[src/rtl/bubble_pkg.sv]
// Shared types and constants for the multi-slot bubble physics engine.
package bubble_pkg;

    typedef enum logic {
        FREE   = 1'b0,
        ACTIVE = 1'b1
    } slot_state_t;

    typedef logic [2:0] bubble_size_t;

    localparam bubble_size_t       MAX_SIZE = 3'd4;
    localparam int                 PIX_W    = 11;
    localparam int                 INT_W    = 12;
    localparam logic [PIX_W-1:0]   PIX_NONE = 11'h7FF;

    // Diameter in pixels of a bubble of the given size class.
    function automatic logic [PIX_W-1:0] diam_of(input bubble_size_t size, input int min_diam);
        return PIX_W'(min_diam) << size;
    endfunction

endpackage

[src/rtl/bubble_slot.sv]
// One bubble slot: occupancy, fixed-point position/speed and wall/floor/ceiling response.
// Ceiling behaviour selected by BUBBLE_CEILING_POP_EN (defined: pop, undefined: reflect).
module bubble_slot
    import bubble_pkg::*;
#(
    parameter  int FRAC_BITS   = 6,
    parameter  int GRAVITY     = 1,
    parameter  int BASE_BOUNCE = 40,
    parameter  int BOUNCE_STEP = 12,
    parameter  int MIN_DIAM    = 8,
    parameter  int SCREEN_W    = 640,
    parameter  int SCREEN_H    = 480,
    localparam int FP_W        = INT_W + FRAC_BITS
) (
    input  logic                   clk,
    input  logic                   resetN,
    input  logic                   load,
    input  logic                   kill,
    input  logic                   frame,
    input  logic signed [FP_W-1:0] load_x,
    input  logic signed [FP_W-1:0] load_y,
    input  logic signed [FP_W-1:0] load_vx,
    input  logic signed [FP_W-1:0] load_vy,
    input  bubble_size_t           load_size,
    output logic                   active,
    output logic                   next_active,
    output logic                   ceil_pop,
    output logic signed [FP_W-1:0] pos_x,
    output logic signed [FP_W-1:0] pos_y,
    output logic [PIX_W-1:0]       pix_x,
    output logic [PIX_W-1:0]       pix_y,
    output bubble_size_t           size
);

    localparam logic signed [FP_W-1:0] FP_ZERO  = FP_W'(0);
    localparam logic signed [FP_W-1:0] GRAV_FP  = FP_W'(GRAVITY);
    localparam logic signed [FP_W-1:0] SCR_W_FP = FP_W'(SCREEN_W) <<< FRAC_BITS;
    localparam logic signed [FP_W-1:0] SCR_H_FP = FP_W'(SCREEN_H) <<< FRAC_BITS;

    slot_state_t            state_r, state_s;
    bubble_size_t           size_r, size_s;
    logic signed [FP_W-1:0] x_r, y_r, vx_r, vy_r;
    logic signed [FP_W-1:0] x_s, y_s, vx_s, vy_s;
    logic signed [FP_W-1:0] mx_s, my_s, diam_fp_s, right_s, floor_s, bounce_s;
    logic [PIX_W-1:0]       pix_x_r, pix_y_r;
    logic                   pop_s;

    // Next-state: load beats kill beats the per-frame motion update.
    always_comb begin
        state_s   = state_r;
        size_s    = size_r;
        x_s       = x_r;
        y_s       = y_r;
        vx_s      = vx_r;
        vy_s      = vy_r;
        pop_s     = 1'b0;
        mx_s      = x_r + vx_r;
        my_s      = y_r + vy_r;
        diam_fp_s = FP_W'(diam_of(size_r, MIN_DIAM)) << FRAC_BITS;
        right_s   = SCR_W_FP - diam_fp_s;
        floor_s   = SCR_H_FP - diam_fp_s;
        bounce_s  = FP_W'(BASE_BOUNCE) + FP_W'(BOUNCE_STEP) * FP_W'(size_r);
        if (load) begin
            state_s = ACTIVE;
            size_s  = load_size;
            x_s     = load_x;
            y_s     = load_y;
            vx_s    = load_vx;
            vy_s    = load_vy;
        end else if (kill) begin
            state_s = FREE;
            size_s  = 3'd0;
        end else if (frame && (state_r == ACTIVE)) begin
            x_s = mx_s;
            y_s = my_s;
            if ((mx_s <= FP_ZERO) && (vx_r < FP_ZERO)) begin
                vx_s = -vx_r;
            end else if ((mx_s >= right_s) && (vx_r > FP_ZERO)) begin
                vx_s = -vx_r;
            end else begin
                vx_s = vx_r;
            end
            // Floor gives a fixed size-dependent rebound instead of a reflection.
            if ((my_s >= floor_s) && (vy_r > FP_ZERO)) begin
                vy_s = -bounce_s;
`ifdef BUBBLE_CEILING_POP_EN
            end else begin
                vy_s = vy_r + GRAV_FP;
            end
            if (my_s <= FP_ZERO) begin
                state_s = FREE;
                size_s  = 3'd0;
                pop_s   = 1'b1;
            end else begin
                state_s = ACTIVE;
            end
`else
            end else if ((my_s <= FP_ZERO) && (vy_r < FP_ZERO)) begin
                vy_s = -vy_r;
            end else begin
                vy_s = vy_r + GRAV_FP;
            end
`endif
        end else begin
            state_s = state_r;
        end
    end

    // Slot state and registered pixel view.
    always_ff @(posedge clk) begin
        if (!resetN) begin
            state_r <= FREE;
            size_r  <= 3'd0;
            x_r     <= FP_ZERO;
            y_r     <= FP_ZERO;
            vx_r    <= FP_ZERO;
            vy_r    <= FP_ZERO;
            pix_x_r <= PIX_NONE;
            pix_y_r <= PIX_NONE;
        end else begin
            state_r <= state_s;
            size_r  <= size_s;
            x_r     <= x_s;
            y_r     <= y_s;
            vx_r    <= vx_s;
            vy_r    <= vy_s;
            pix_x_r <= (state_s == ACTIVE) ? x_s[FRAC_BITS +: PIX_W] : PIX_NONE;
            pix_y_r <= (state_s == ACTIVE) ? y_s[FRAC_BITS +: PIX_W] : PIX_NONE;
        end
    end

    assign active      = (state_r == ACTIVE);
    assign next_active = (state_s == ACTIVE);
    assign ceil_pop    = pop_s;
    assign pos_x       = x_r;
    assign pos_y       = y_r;
    assign pix_x       = pix_x_r;
    assign pix_y       = pix_y_r;
    assign size        = size_r;

endmodule

[src/rtl/bubble_pool_move.sv]
// Pool of bouncing bubbles: spawn/hit handling, free-slot allocation, split and pop pulses.
// Optional BUBBLE_CEILING_POP_EN makes the ceiling destroy bubbles instead of reflecting them.
module bubble_pool_move
    import bubble_pkg::*;
#(
    parameter  int NUM_SLOTS   = 8,
    parameter  int FRAC_BITS   = 6,
    parameter  int X_SPEED     = 30,
    parameter  int GRAVITY     = 1,
    parameter  int BASE_BOUNCE = 40,
    parameter  int BOUNCE_STEP = 12,
    parameter  int SPLIT_KICK  = 24,
    parameter  int MIN_DIAM    = 8,
    parameter  int SCREEN_W    = 640,
    parameter  int SCREEN_H    = 480,
    localparam int IDX_W       = $clog2(NUM_SLOTS),
    localparam int FP_W        = INT_W + FRAC_BITS
) (
    input  logic                              clk,
    input  logic                              resetN,
    input  logic                              startOfFrame,
    input  logic                              spawn_valid,
    output logic                              spawn_ready,
    input  logic [PIX_W-1:0]                  spawn_x,
    input  logic [PIX_W-1:0]                  spawn_y,
    input  logic [2:0]                        spawn_size,
    input  logic                              spawn_dir,
    input  logic                              hit_valid,
    input  logic [IDX_W-1:0]                  hit_slot,
    output logic [NUM_SLOTS-1:0]              active,
    output logic [NUM_SLOTS-1:0][PIX_W-1:0]   topLeftX,
    output logic [NUM_SLOTS-1:0][PIX_W-1:0]   topLeftY,
    output logic [NUM_SLOTS-1:0][2:0]         size_out,
    output logic                              split,
    output logic                              pop,
    output logic                              all_clear
);

    localparam logic signed [FP_W-1:0] FP_ZERO = FP_W'(0);
    localparam logic signed [FP_W-1:0] VX_POS  = FP_W'(X_SPEED);
    localparam logic signed [FP_W-1:0] VX_NEG  = -VX_POS;
    localparam logic signed [FP_W-1:0] VY_KICK = -(FP_W'(SPLIT_KICK));

    logic [NUM_SLOTS-1:0]   active_s, next_active_s, ceil_pop_s, load_s, kill_s, frame_s;
    logic signed [FP_W-1:0] pos_x_s [NUM_SLOTS];
    logic signed [FP_W-1:0] pos_y_s [NUM_SLOTS];
    logic signed [FP_W-1:0] ld_x_s  [NUM_SLOTS];
    logic signed [FP_W-1:0] ld_y_s  [NUM_SLOTS];
    logic signed [FP_W-1:0] ld_vx_s [NUM_SLOTS];
    logic signed [FP_W-1:0] ld_vy_s [NUM_SLOTS];
    bubble_size_t           size_s    [NUM_SLOTS];
    bubble_size_t           ld_size_s [NUM_SLOTS];
    logic [PIX_W-1:0]       pix_x_s [NUM_SLOTS];
    logic [PIX_W-1:0]       pix_y_s [NUM_SLOTS];

    logic                   free_found_s, hit_ok_s, split_s, pop_hit_s, spawn_fire_s;
    logic [IDX_W-1:0]       free_idx_s;
    bubble_size_t           hit_size_s, spawn_size_s;
    logic signed [FP_W-1:0] hit_x_s, hit_y_s, spawn_x_fp_s, spawn_y_fp_s;
    logic                   split_r, pop_r, all_clear_r;

    // Lowest-index free slot.
    always_comb begin
        free_found_s = 1'b0;
        free_idx_s   = IDX_W'(0);
        for (int i = 0; i < NUM_SLOTS; i++) begin
            if (!active_s[i] && !free_found_s) begin
                free_found_s = 1'b1;
                free_idx_s   = IDX_W'(i);
            end else begin
                free_found_s = free_found_s;
            end
        end
    end

    // Hit decode; hits on free or out-of-range slots are ignored.
    always_comb begin
        hit_ok_s   = 1'b0;
        hit_size_s = 3'd0;
        hit_x_s    = FP_ZERO;
        hit_y_s    = FP_ZERO;
        if (hit_valid && (int'(hit_slot) < NUM_SLOTS) && active_s[hit_slot]) begin
            hit_ok_s   = 1'b1;
            hit_size_s = size_s[hit_slot];
            hit_x_s    = pos_x_s[hit_slot];
            hit_y_s    = pos_y_s[hit_slot];
        end else begin
            hit_ok_s   = 1'b0;
        end
    end

    assign split_s      = hit_ok_s && (hit_size_s != 3'd0);
    assign pop_hit_s    = hit_ok_s && (hit_size_s == 3'd0);
    assign spawn_ready  = resetN && free_found_s && !hit_valid;
    assign spawn_fire_s = spawn_valid && spawn_ready;
    assign spawn_size_s = (spawn_size > MAX_SIZE) ? MAX_SIZE : spawn_size;
    assign spawn_x_fp_s = FP_W'({spawn_x, {FRAC_BITS{1'b0}}});
    assign spawn_y_fp_s = FP_W'({spawn_y, {FRAC_BITS{1'b0}}});

    // Per-slot load/kill/frame steering; the hit slot never moves in the frame it is hit.
    always_comb begin
        for (int i = 0; i < NUM_SLOTS; i++) begin
            load_s[i]    = 1'b0;
            kill_s[i]    = 1'b0;
            frame_s[i]   = startOfFrame;
            ld_x_s[i]    = spawn_x_fp_s;
            ld_y_s[i]    = spawn_y_fp_s;
            ld_vx_s[i]   = spawn_dir ? VX_POS : VX_NEG;
            ld_vy_s[i]   = FP_ZERO;
            ld_size_s[i] = spawn_size_s;
            if (hit_ok_s && (int'(hit_slot) == i)) begin
                frame_s[i] = 1'b0;
                if (split_s) begin
                    load_s[i]    = 1'b1;
                    ld_x_s[i]    = hit_x_s;
                    ld_y_s[i]    = hit_y_s;
                    ld_vx_s[i]   = VX_NEG;
                    ld_vy_s[i]   = VY_KICK;
                    ld_size_s[i] = hit_size_s - 3'd1;
                end else begin
                    kill_s[i]    = 1'b1;
                end
            end else if (split_s && free_found_s && (int'(free_idx_s) == i)) begin
                load_s[i]    = 1'b1;
                ld_x_s[i]    = hit_x_s;
                ld_y_s[i]    = hit_y_s;
                ld_vx_s[i]   = VX_POS;
                ld_vy_s[i]   = VY_KICK;
                ld_size_s[i] = hit_size_s - 3'd1;
            end else if (spawn_fire_s && (int'(free_idx_s) == i)) begin
                load_s[i] = 1'b1;
            end else begin
                load_s[i] = 1'b0;
            end
        end
    end

    for (genvar g = 0; g < NUM_SLOTS; g++) begin : g_slot
        bubble_slot #(
            .FRAC_BITS   (FRAC_BITS),
            .GRAVITY     (GRAVITY),
            .BASE_BOUNCE (BASE_BOUNCE),
            .BOUNCE_STEP (BOUNCE_STEP),
            .MIN_DIAM    (MIN_DIAM),
            .SCREEN_W    (SCREEN_W),
            .SCREEN_H    (SCREEN_H)
        ) u_slot (
            .clk         (clk),
            .resetN      (resetN),
            .load        (load_s[g]),
            .kill        (kill_s[g]),
            .frame       (frame_s[g]),
            .load_x      (ld_x_s[g]),
            .load_y      (ld_y_s[g]),
            .load_vx     (ld_vx_s[g]),
            .load_vy     (ld_vy_s[g]),
            .load_size   (ld_size_s[g]),
            .active      (active_s[g]),
            .next_active (next_active_s[g]),
            .ceil_pop    (ceil_pop_s[g]),
            .pos_x       (pos_x_s[g]),
            .pos_y       (pos_y_s[g]),
            .pix_x       (pix_x_s[g]),
            .pix_y       (pix_y_s[g]),
            .size        (size_s[g])
        );
        assign topLeftX[g] = pix_x_s[g];
        assign topLeftY[g] = pix_y_s[g];
        assign size_out[g] = size_s[g];
    end

    // Event pulses, aligned with the slot updates they describe.
    always_ff @(posedge clk) begin
        if (!resetN) begin
            split_r     <= 1'b0;
            pop_r       <= 1'b0;
            all_clear_r <= 1'b0;
        end else begin
            split_r     <= split_s;
            pop_r       <= pop_hit_s || (|ceil_pop_s);
            all_clear_r <= (|active_s) && !(|next_active_s);
        end
    end

    assign active    = active_s;
    assign split     = split_r;
    assign pop       = pop_r;
    assign all_clear = all_clear_r;

endmodule

[config.mk]
export PLATFORM = sky130hd
export DESIGN_NAME = bubble_pool_move
export DESIGN_NICKNAME = d
export VERILOG_FILES = /design/src/rtl/bubble_pkg.sv /design/src/rtl/bubble_slot.sv /design/src/rtl/bubble_pool_move.sv
export SDC_FILE = /design/constraint.sdc
export NUM_CORES = 2
export LEC_CHECK = 0
export CORE_ASPECT_RATIO = 1.25
export CORE_UTILIZATION = 33
export DETAILED_ROUTE_END_ITERATION = 10
export SYNTH_ARGS = -nofsm -noshare
export SYNTH_HDL_FRONTEND = slang
export SYNTH_HIERARCHICAL = 1
export SYNTH_SLANG_ARGS = --single-unit
[constraint.sdc]
create_clock -name clk -period 8.9 [get_ports clk]
set_input_delay 1.78 -clock clk [delete_from_list [all_inputs] [get_ports clk]]
set_output_delay 1.78 -clock clk [all_outputs]
set_load 0.1 [all_outputs]
### Word level (Yosys, flattened, before mapping)

Index checks and enable logic that the tools add are counted.
W data, S select, Z words.

| word-level totals | value |
|---|---|
| word-level logic and storage cells | 729 |
| bits of input ports | 34 |
| bits in registers | 787 |

| operators by class | value |
|---|---|
| reductions and logical operators | 148 |
| bitwise logic cells | 1 |
| multiplexer cells | 319 |
| add/subtract/negate cells | 73 |
| equality and inequality tests | 22 |
| $mul | 8 |
| $lt $le $gt $ge | 67 |
| shift operators | 8 |

Operators with widths:

| cell | count |
|---|---|
| $mux W18 | 203 |
| $neg A18 Y18 | 24 |
| $add A18 B18 Y18 | 16 |
| $ge A18 B18 Y1 | 16 |
| $gt A18 B1 Y1 const B | 16 |
| $le A18 B1 Y1 const B | 16 |
| $lt A18 B1 Y1 const B | 16 |
| $add A18 B2 Y18 const B | 8 |
| $sub A15 B17 Y18 const A | 8 |
| $sub A16 B17 Y18 const A | 8 |
| $mux W3 | 42 |
| $bmux W18 S3 | 2 |
| $shl A4 B3 Y11 const A | 8 |
| $logic_and A1 B1 Y1 | 79 |
| $mux W1 | 69 |
| $add A6 B7 Y8 const A | 8 |
| $mul A2 B3 Y5 const A | 8 |
| $reduce_and A2 Y1 | 16 |
| $reduce_bool A2 Y1 | 16 |
| $reduce_bool A3 Y1 | 9 |
| $eq A3 B3 Y1 const B | 8 |
| $reduce_and A3 Y1 | 8 |
| $ne A2 B1 Y1 const B | 8 |
| $reduce_or A8 Y1 | 2 |
| 12 further kinds | 32 |

### Depth between registers and ports, before layout

| logic depth | value |
|---|---|
| depth in word-level cells | 32 |
| mapped depth | 24 |
| gate-level depth less buffers | 21 |

### Cells and area by module

The synthesis kept the hierarchy.

By module, submodules not included:

| module | cells each | times used | area an instance (sq um) |
|---|---|---|---|
| bubble_slot at g_slot[0].u_slot ... | 1003 | 4 | 7508.5 |
| bubble_slot at g_slot[5].u_slot | 1034 | 1 | 7827.5 |
| bubble_slot at g_slot[1].u_slot | 1040 | 1 | 7721.2 |
| bubble_slot at g_slot[6].u_slot | 1025 | 1 | 7696.1 |
| bubble_slot at g_slot[7].u_slot | 1005 | 1 | 7611.0 |
| bubble_pool_move | 885 | 1 | 6242.2 |

### Worst setup path before layout

No wires, ideal clock.

| timing path | value |
|---|---|
| kind | input-to-output |
| start point | in resetN |
| end point | out spawn_ready |
| arrival | 4161 ps |
| setup slack | 2959 ps |
| buffers on the path | 0 |
| stages on the path | 2 |
| data required time | 7120 ps |
| cell sequence | inv_1 > a311oi_1 |

| between the ends | value |
|---|---|
| longest elaborated chain between the ends | 2 |

RTL lines:

| element | line | RTL |
|---|---|---|
| from (decl) | bubble_pool_move.sv:20 | `input logic resetN,` |
| $logic_and A1 B1 Y1 (2 in series) | bubble_pool_move.sv:94 | `assign spawn_ready = resetN && free_found_s && !hit_valid;` |
| to (decl) | bubble_pool_move.sv:23 | `output logic spawn_ready,` |

Every way passes these cells.

### Worst setup path after layout

| timing path | value |
|---|---|
| start point | in hit_slot[1] |
| end point | reg g_slot[0].u_slot.vx_r[10] |

| between the ends | value |
|---|---|
| elaborated cells between the ends (all ways) | 30 |
| those cells by class | 1 x eq/ne; 17 x mux; 1 x bitwise; 11 x reduce/logical |

RTL lines:

| element | line | RTL |
|---|---|---|
| from (decl) | bubble_pool_move.sv:29 | `input logic [IDX_W-1:0] hit_slot,` |
| $not A3 Y4 (not written as such) | bubble_pool_move.sv:84 | `hit_size_s = size_s[hit_slot];` |
| $bmux W3 S3 | bubble_pool_move.sv:84 |  |
| $mux W3 (not written as such) (2 in series) | bubble_pool_move.sv:84 |  |
| $mux W3 | bubble_pool_move.sv:82 | `if (hit_valid && (int'(hit_slot) < NUM_SLOTS) && active_s[hit_slot]) begin` |
| $reduce_bool A3 Y1 | bubble_pool_move.sv:92 | `assign split_s = hit_ok_s && (hit_size_s != 3'd0);` |
| $logic_and A1 B1 Y1 | bubble_pool_move.sv:92 |  |
| $mux W1 | bubble_pool_move.sv:113 | `if (split_s) begin` |
| $mux W1 (*) | bubble_pool_move.sv:111 | `if (hit_ok_s && (int'(hit_slot) == i)) begin` |
| net kill_s[0] | bubble_pool_move.sv:44 | `logic [NUM_SLOTS-1:0] active_s, next_active_s, ceil_pop_s, load_s, kill_s, frame_s;` |
| $ne A2 B1 Y1 (no source line) (*) | - |  |
| $reduce_and A3 Y1 (no source line) (*) | - |  |
| to (signal assigned) | bubble_slot.sv:125 | `vx_r <= vx_s;` |
| to (decl) | bubble_slot.sv:42 | `logic signed [FP_W-1:0] x_r, y_r, vx_r, vy_r;` |

The timed path passes the listed nets; every way through them passes the cells marked *. The select of a mux whose other input is x is not followed.
A chain may end at the register's enable or synchronous reset.

==> metrics.cfg <==
[status]
run_status=finished with violations
violations=max-capacitance violations, max-slew violations

[yosys]
ys_seq_area_share_pct=23.5
ys_types=134
yosysTopAreaCellShare_pct=23.5
ys_seq_elements=787
ys_warn_count=6
synth.most_common_cell=nor2_1
netlist_top_cells_count=nor2_1 (1123), nand2_1 (1042), a21oi_1 (844)
syn_area_per_cell_um2=7.46
synth_edf_count=0
synth_area_leaders=dfxtp_1 (23%), ha_1 (9.4%), a21oi_1 (6.3%), nor2_1 (6.3%), nand2_1 (5.8%)
syn_area_um2=67100
synth_async_sr_flop_share_pct=0
synth_area_leader_cell=dfxtp_1
synth_flop_cell=dfxtp_1
netlist_instances=9001

[grt]
grt_start_max_net_pins=137
grt.total_usage_pct=29.6
antenna_found_initial=42
grt_pass1_vias=65000
grt_pass1_wl_um=450000
grt_overflow_total=0

[job]
timing.max_cap.violations=1

[cts]
clk_latency_ps=800
ctsHoldBuffers=0
cts_tree=done
clock_path_buffers=3
htreeDepth=3
clock-root-buffer=clkbuf_16
cts_sinks=787
cts_resized=0
cts_buffers=94
cts_setup_buffers=0
clkTransAtPathRegs_ps=60

[layout]
final_util_pct=37.3
layout.nets=9528
drive_above_1_share_pct=7.39
seqCellArea_um2=15800
syn_to_final_growth_pct=12.1
fill_cells=21200
stdcell_area_um2=75300
multiInputGateArea_um2=47900

[die]
dieWidth_um=405
start_util_pct=33.3
fp.coreArea_um2=202000
die_y_um=506
row_count=184
dieArea_um2=205000
io_pins=246

[placement]
port_buffers=245
hpwl_um=242000
placed_area_um2=71800
globalplace.congestion=1.05

[timing]
setup_tns_ps=0
slew_headroom_pct=-0.229
fin_crit_sh_pct=77.8
drv_slew=1
clock_skew_ps=61.1
setup_viol=0
rsz0062_at_grt=no
hold_viol=0
period_needed_ps=6930
worst_pin_slew_ps=1460
fmax_mhz=144

[critical_path]
crit_fanout=52
r2r_start=g_slot[5].u_slot/active
r2r_slack_ps=2670
path_class=in2reg
reg2reg_to=g_slot[0].u_slot/vx_r[10]
worst_ep_arrival_time_ps=7650
r2r_cells=16
crit_path_end_kind=flop
start_kind=primary input
worstPathRequired_ps=9620

[route]
drc=0
first_iter_violations=8166
drtAntennaViolNets=0
route.top_layer_used=met5
viasPerCell=6.07
first_pass_iters=6
wl_met1_um=129000
vias=71300
wl_met3_um=34800
wl_met2_um=134000
routedWlPerCell_um=26.9
wl_um=316000

[hold_path]
hold_class=reg2reg
hold_depth=2
hold_path_end=g_slot[4].u_slot/vx_r[15]
hp-start=g_slot[4].u_slot/vx_r[15]

[pwr]
leakage_uw=0.0298
power_density_nw_per_um2=120
ir_drop_mv=0.137

-- through the flow --
step / hold slack [ps] / std cells / worst slack [ps] / power (µW)
after global placement: 512 / 11600 / 1390 / 4640
after global routing: 554 / 11700 / 1630 / 9260
final: 537 / 11700 / 1970 / 9020
after CTS: 531 / 11700 / 2180 / 9040
after detailed placement: 522 / 11600 / 1390 / 4650
after floorplan: 472 / 9047 / 2960 / 4320
-- worst max-delay path by stage --
stage	from	endpoint	slack, ps	cells past startpoint
3_3_place_gp	hit_slot[0]	all_clear	1390	16
6_report	hit_slot[1]	g_slot[0].u_slot/vx_r[10]	1970	17
5_1_grt	hit_slot[0]	g_slot[0].u_slot/vx_r[11]	1630	17
2_1_floorplan	resetN	spawn_ready	2960	2
4_1_cts	hit_slot[1]	g_slot[0].u_slot/vx_r[10]	2180	17
3_5_place_dp	hit_slot[1]	g_slot[0].u_slot/vx_r[10]	1390	17
-- cell usage in the layout, fill, tap and decap left out, drive strengths merged, types with 144 or more instances in the layout --
cell and n:
nor2 1130, nand2 1044, a21oi 861, dfxtp 787, o21ai 601, ha 506, inv 332, nor3 290
clkdlybuf4s50 240, nand3 203, mux2i 195, xnor2 191, a211oi 153, xor2 144
-- critical path: stages --
cell and delay, ps:
buf_4 560, mux2i_1 290, a221oi_4 500, and2_1 280
nand2_1 80, ha_1 200, ha_1 410, inv_1 680
nor2_1 220, nor2b_1 320, nand2_1 130, a2111oi_0 540
nand4_1 170, nor4_1 530, nor3_4 270, or4_1 550
nand3b_1 100
-- flip-flops by register name (all words and copies together), names as in the netlist --
name / cells
split: 1
g_slot.u_slot/pos_x: 144
g_slot.u_slot/vy_r: 144
pop: 1
all_clear: 1
g_slot.u_slot/size: 24
g_slot.u_slot/vx_r: 144
g_slot.u_slot/pix_x: 88
g_slot.u_slot/active: 8
g_slot.u_slot/pos_y: 144
g_slot.u_slot/pix_y: 88
-- layout make-up --
type,instances,share of cell area [%]
antenna,8,0.0266
clock buffer,124,3.53
clock inverter,51,1.00
inverter,337,1.68
multi-input combinational,7362,63.6
sequential,787,20.9
tap,2697,4.48
timing repair buffer,382,4.70
-- logic make-up after synthesis --
family	count (synthesis)	synth area share [%]
flip-flops	787	23.5
XOR/XNOR	336	4.40
multiplexers	297	5.97
adder cells (fa/ha/maj)	532	10.2
AO/OA/AOI/OAI	2523	24.5
buffers and inverters	898	5.74
other	10	0.0559
AND/OR/NAND/NOR	3618	25.7
-- power breakdown --
| part | internal [µW] | switching [µW] | leakage [µW] |
|---|---|---|---|
| clock network | 2550 | 1860 | 0.00162 |
| logic | 294 | 669 | 0.0218 |
| registers | 3560 | 80.2 | 0.00635 |
-- layer usage --
layer	global-route usage, %	vias up
met5	0	-
met4	16.3	14
met3	6.79	696
met2	44.3	3629
met1	39.0	34600
li1	-	32500
(Power assumes the default switching activity.)
